[src/rtl/serial_echo_pkg.sv]
// Shared constants for the serial echo engine: transform modes, output FSM encoding,
// and the statistics counter width.
package serial_echo_pkg;

    localparam int MODE_PASS = 0;
    localparam int MODE_ADD  = 1;
    localparam int MODE_XOR  = 2;

    localparam int CNT_W = 16;

    typedef enum logic [1:0] {
        ST_IDLE    = 2'd0,
        ST_FETCH   = 2'd1,
        ST_PRESENT = 2'd2
    } state_t;

endpackage

[src/rtl/echo_fifo.sv]
// Synchronous FIFO with registered read port and fill-level output.
// The caller qualifies push (not full) and pop (not empty).
module echo_fifo #(
    parameter  int WIDTH = 8,
    parameter  int DEPTH = 16,
    localparam int AW    = $clog2(DEPTH)
) (
    input  logic             clk,
    input  logic             rst,
    input  logic             push,
    input  logic [WIDTH-1:0] wr_data,
    input  logic             pop,
    output logic [WIDTH-1:0] rd_data,
    output logic [AW:0]      level
);

    logic [WIDTH-1:0] mem [DEPTH];
    logic [AW-1:0]    wr_ptr;
    logic [AW-1:0]    rd_ptr;

    always_ff @(posedge clk) begin
        if (push) mem[wr_ptr] <= wr_data;
        if (pop)  rd_data     <= mem[rd_ptr];
    end

    // Pointers wrap naturally because DEPTH is a power of two.
    always_ff @(posedge clk or negedge rst) begin
        if (!rst) begin
            wr_ptr <= '0;
            rd_ptr <= '0;
            level  <= '0;
        end else begin
            if (push) wr_ptr <= wr_ptr + 1'b1;
            if (pop)  rd_ptr <= rd_ptr + 1'b1;
            case ({push, pop})
                2'b10:   level <= level + 1'b1;
                2'b01:   level <= level - 1'b1;
                default: level <= level;
            endcase
        end
    end

endmodule

[src/rtl/serial_echo_core.sv]
// UART echo engine: buffers rx words, transforms them and presents them to the tx side
// with RTS/CTS flow control. Statistics counters exist only with SERIAL_ECHO_STATS_EN.
module serial_echo_core
    import serial_echo_pkg::*;
#(
    parameter  int DATA_WIDTH = 8,
    parameter  int FIFO_DEPTH = 16,
    parameter  int MODE       = MODE_ADD,
    parameter  int OPERAND    = 1,
    parameter  int RTS_HIGH   = FIFO_DEPTH - 4,
    localparam int LW         = $clog2(FIFO_DEPTH) + 1
) (
    input  logic                  clk,
    input  logic                  rst,
    input  logic [DATA_WIDTH-1:0] rx_data,
    input  logic                  rx_valid,
    input  logic                  rx_err,
    output logic [DATA_WIDTH-1:0] tx_data,
    output logic                  tx_valid,
    input  logic                  tx_ready,
    input  logic                  cts_in,
    output logic                  rts_out,
    output logic [LW-1:0]         fifo_level,
    output logic                  overflow,
    input  logic                  clear_flags,
    output logic [CNT_W-1:0]      rx_count,
    output logic [CNT_W-1:0]      tx_count,
    output logic [CNT_W-1:0]      err_count
);

    localparam logic [LW-1:0] FULL_LVL    = LW'(FIFO_DEPTH);
    localparam logic [LW-1:0] RTS_OFF_LVL = LW'(RTS_HIGH);
    localparam logic [LW-1:0] RTS_ON_LVL  = LW'(RTS_HIGH - 2);

    state_t                state;
    state_t                state_next;
    logic                  full;
    logic                  push;
    logic                  pop;
    logic                  load;
    logic                  can_fetch;
    logic [DATA_WIDTH-1:0] rd_data;

    function automatic logic [DATA_WIDTH-1:0] transform(input logic [DATA_WIDTH-1:0] d);
        logic [DATA_WIDTH-1:0] k;
        k = DATA_WIDTH'(OPERAND);
        case (MODE)
            MODE_ADD: transform = d + k;
            MODE_XOR: transform = d ^ k;
            default:  transform = d;
        endcase
    endfunction

    assign full      = (fifo_level == FULL_LVL);
    assign push      = rx_valid & ~rx_err & ~full;
    assign can_fetch = (fifo_level != '0) & cts_in;
    assign tx_valid  = (state == ST_PRESENT);

    echo_fifo #(
        .WIDTH (DATA_WIDTH),
        .DEPTH (FIFO_DEPTH)
    ) u_fifo (
        .clk     (clk),
        .rst     (rst),
        .push    (push),
        .wr_data (rx_data),
        .pop     (pop),
        .rd_data (rd_data),
        .level   (fifo_level)
    );

    always_comb begin
        state_next = state;
        pop        = 1'b0;
        load       = 1'b0;
        case (state)
            ST_IDLE: begin
                if (can_fetch) begin
                    pop        = 1'b1;
                    state_next = ST_FETCH;
                end
            end
            ST_FETCH: begin
                load       = 1'b1;
                state_next = ST_PRESENT;
            end
            ST_PRESENT: begin
                // Once presented, the word stays put until accepted regardless of cts_in.
                if (tx_ready) begin
                    if (can_fetch) begin
                        pop        = 1'b1;
                        state_next = ST_FETCH;
                    end else begin
                        state_next = ST_IDLE;
                    end
                end
            end
            default: state_next = ST_IDLE;
        endcase
    end

    always_ff @(posedge clk or negedge rst) begin
        if (!rst) begin
            state   <= ST_IDLE;
            tx_data <= '0;
        end else begin
            state <= state_next;
            if (load) tx_data <= transform(rd_data);
        end
    end

    // RTS hysteresis: drop at RTS_HIGH, re-assert only once two below it.
    always_ff @(posedge clk or negedge rst) begin
        if (!rst) begin
            rts_out  <= 1'b1;
            overflow <= 1'b0;
        end else begin
            if (fifo_level >= RTS_OFF_LVL)     rts_out <= 1'b0;
            else if (fifo_level <= RTS_ON_LVL) rts_out <= 1'b1;
            if (clear_flags)                       overflow <= 1'b0;
            else if (rx_valid & ~rx_err & full)    overflow <= 1'b1;
        end
    end

`ifdef SERIAL_ECHO_STATS_EN
    function automatic logic [CNT_W-1:0] sat_inc(input logic [CNT_W-1:0] c);
        sat_inc = (c == '1) ? c : c + 1'b1;
    endfunction

    always_ff @(posedge clk or negedge rst) begin
        if (!rst) begin
            rx_count  <= '0;
            tx_count  <= '0;
            err_count <= '0;
        end else if (clear_flags) begin
            rx_count  <= '0;
            tx_count  <= '0;
            err_count <= '0;
        end else begin
            if (push)                rx_count  <= sat_inc(rx_count);
            if (tx_valid & tx_ready) tx_count  <= sat_inc(tx_count);
            if (rx_valid & rx_err)   err_count <= sat_inc(err_count);
        end
    end
`else
    assign rx_count  = '0;
    assign tx_count  = '0;
    assign err_count = '0;
`endif

endmodule

[config.mk]
export PLATFORM = sky130hd
export DESIGN_NAME = serial_echo_core
export DESIGN_NICKNAME = d
export VERILOG_FILES = /design/src/rtl/serial_echo_pkg.sv /design/src/rtl/echo_fifo.sv /design/src/rtl/serial_echo_core.sv
export SDC_FILE = /design/constraint.sdc
export NUM_CORES = 1
export LEC_CHECK = 0
export ABC_AREA = 1
export BUFFER_PORTS_ARGS = -buffer_cell sky130_fd_sc_hd__buf_2
export CORE_ASPECT_RATIO = 0.7
export CORE_UTILIZATION = 53
export CTS_CLUSTER_DIAMETER = 100
export DETAILED_ROUTE_END_ITERATION = 12
export PLACE_DENSITY = 0.77
export SLEW_MARGIN = 20
export SYNTH_ARGS = -nofsm -noshare
export SYNTH_HDL_FRONTEND = slang
export SYNTH_HIERARCHICAL = 1
export SYNTH_SLANG_ARGS = --single-unit
[constraint.sdc]
create_clock -name clk -period 2.6 [get_ports clk]
set_clock_uncertainty 0.05 [all_clocks]
set_input_delay 0.13 -clock clk [delete_from_list [all_inputs] [get_ports clk]]
set_output_delay 0.13 -clock clk [all_outputs]
set_load 0.01 [all_outputs]
==> reports/results.txt <==
vias: 4766
Final min period: 2440 ps
Pre-Repair DR Iteration Count: 5
register area share after synthesis: 0.651
Max VDD drop: 0.000593 V
layout cells sized above 1: 0.125
Post-Syn Area per Cell: 11.1 sq um
worst reg2reg path depth: 17
total power: 0.00901 W
R2R Path Start: u_fifo/level[1]$_DFFE_PN0P_
Post-Route WL: 14.7 mm
max_cap viols: 0
R2R Path End: u_fifo/level[4]$_DFFE_PN0P_
antenna-violating nets left: 0
commonest non-fill, non-tap cell in the layout: edfxtp_1
outcome: completed
maximum root-to-sink buffer count: 2
Final #Nets: 732
clock sinks: 161
Total GRT Usage: 0.223
routed length per placed instance: 16.2 microns
Sw Ratio: 0.356
WHS Endpoint: u_fifo/mem[1][6]$_DFFE_PP_
die area: 0.0141 sq mm
first-pass GRT wire length: 23.1 mm
Internal Dissipation: 0.00580 W
CTS Root Cell: clkbuf_16
Max-slew headroom: 0.473
power density over the cells: 1110 mW/mm^2
diodes inserted: 0
CP startpoint kind: register
antenna violations before repair: 0
Final GP Congestion: 0.923
initial core utilization: 0.547
Area growth syn-to-layout: 12.4%
hold_sp: rx_data[6]
total negative slack: 0 ps
#FFs+latches synth: 161
sequential share of power: 0.384
P_sw: 0.00321 W
Rows: 35
Final HPWL DP: 9.49 mm
number of remaining DRC errors: 0
CTS tree: built
CTS H-tree lvls: 4
Critical Path RT: 2860 ps
Final Max Slew Viols: 0
latest clock arrival within the worst-skew pair: 420 ps
Critical Path End Type: register
global route total overflow: 0
Clock Power Share: 0.289
synth warn: 6
Worst Path Max Fanout: 9
Finished Layout Cells: 905
setup slack, reg-to-reg: 160 ps
CP arrival: 2690 ps
Post-Syn Area: 0.00723 sq mm
Crit Path Category: reg2reg
total CTS buffers: 17
1st-iter DRT viols: 401
vias in the first global route: 4555
largest net degree at the start of global routing: 91
PortBufs: 30
core box area: 0.0132 sq mm
Worst-path clk slew: 60 ps
Hold Crit Class: in2reg
Die Wd: 142 microns
dpl cells: 867
Achievable Freq: 411 MHz
logic gate share of total power: 0.327
Via-to-Cell Ratio: 5.27
Mapped Cells: 654
RSZ-0062 raised after global routing: no
DIE HEIGHT: 99.8 microns
# IOs: 79
worst slew pin tran: 790 ps
Core Util, Final: 0.615
Hold Path Cell Cnt: 1
LEAKAGE: 3.27 nW
Netlist cell types: 26
Fin. Hold Viols: 0
# setup viols final: 0
Tcrit/Tclk final: 0.937
commonest cells after routing, fill and taps aside: edfxtp_1, nor2_1, nand2_1, nand3_1, conb_1
-- synth_stat cells, drive strengths merged --
cell      n  area (sq um)
o21bai    4          30.0
conb      1          3.75
nand2    88           330
dfrtp    24           601
xnor2     3          26.3
inv      50           188
nand3    61           305
dfstp     1          26.3
nand4     4          25.0
xor2      7          61.3
nor2    111           433
buf      73           533
nand3b    1          7.51
o211ai   20           150
ha       10           125
o21a      1          7.51
edfxtp  136          4080
o21ai    52           264
clkinv    1          3.75
a21oi     6          30.0
-- final cells by class --
cell class	instances	area [sq um]
multi-input combinational	416	1980
clock buffer	19	433
sequential	161	4710
fill	1036	5090
tap	185	231
inverter	51	191
clock inverter	13	186
timing repair buffer	60	403
-- layer usage --
metal	global-route usage	vias up	wire length, microns
li1	-	2234	-
met1	0.303	2290	6360
met2	0.355	221	6760
met3	0.0539	21	1330
met4	0.0753	0	206
met5	0	-	0
-- cell families after synthesis --
group,after synthesis,share of synthesized area
adder cells (fa/ha/maj),10,0.0173
AO/OA/AOI/OAI,83,0.0666
flip-flops,161,0.651
buffers and inverters,124,0.100
AND/OR/NAND/NOR,265,0.152
XOR/XNOR,10,0.0121
other,1,0.000518
-- flip-flops by register name, summed over array words and instances (netlist names) --
register and cells:
state 2, u_fifo/rd_ptr 4, u_fifo/rd_data 8, u_fifo/level 5
u_fifo/mem 128, overflow 1, u_fifo/wr_ptr 4, tx_data 8
rts_out 1
-- through the flow --
step                      setup WS, ps  hold slack [ps]  instance area (sq um)
after floorplan                   28.7             -216                   7410
after CTS                          221             18.5                   8130
after global routing              17.5             27.3                   8130
after global placement             393              100                   7450
final                              165             33.7                   8130
after detailed placement           248              115                   7450
-- what timing repair did --
item / in CTS / in global routing
gates resized for setup: 0 / 0
hold buffers: 6 / 0
hold endpoints to repair: 27 / 0
buffers inserted: 0 / 0
-- critical path, cell delays in order (launching register included) --
cell and delay (ps):
dfrtp_1 470, nor2_1 110, nand3_1 110, nand2_1 50, inv_1 210, inv_1 110, ha_1 270, nand2_1 80
inv_1 50, nor2_1 130, ha_1 170, inv_1 40, nand2_1 90, nand3_1 110, nand2_1 80, nand2_1 50
nand3_1 80, nand2_1 50
-- how the worst max path moves through the flow --
stage / cells after the start / to / from / slack (ps)
floorplan: 15 / u_fifo/level[4]$_DFFE_PN0P_ / u_fifo/level[1]$_DFFE_PN0P_ / 30
global placement: 16 / u_fifo/level[4]$_DFFE_PN0P_ / u_fifo/level[0]$_DFFE_PN0P_ / 390
detailed placement: 16 / u_fifo/level[4]$_DFFE_PN0P_ / u_fifo/level[0]$_DFFE_PN0P_ / 250
CTS: 17 / u_fifo/level[4]$_DFFE_PN0P_ / u_fifo/level[1]$_DFFE_PN0P_ / 220
global route: 17 / u_fifo/level[4]$_DFFE_PN0P_ / u_fifo/level[0]$_DFFE_PN0P_ / 20
finish: 17 / u_fifo/level[4]$_DFFE_PN0P_ / u_fifo/level[1]$_DFFE_PN0P_ / 160
-- power by group through the flow --
stage	Combinational, W	Clock (W)	Sequential, W
finish	0.00295	0.00260	0.00346
global route	0.00326	0.00275	0.00350
CTS	0.00292	0.00263	0.00346
detailed placement	0.00287	0	0.00351
global placement	0.00278	0	0.00348
floorplan	0.00215	0	0.00351
No activity file was read; power rests on OpenSTA's default activity.
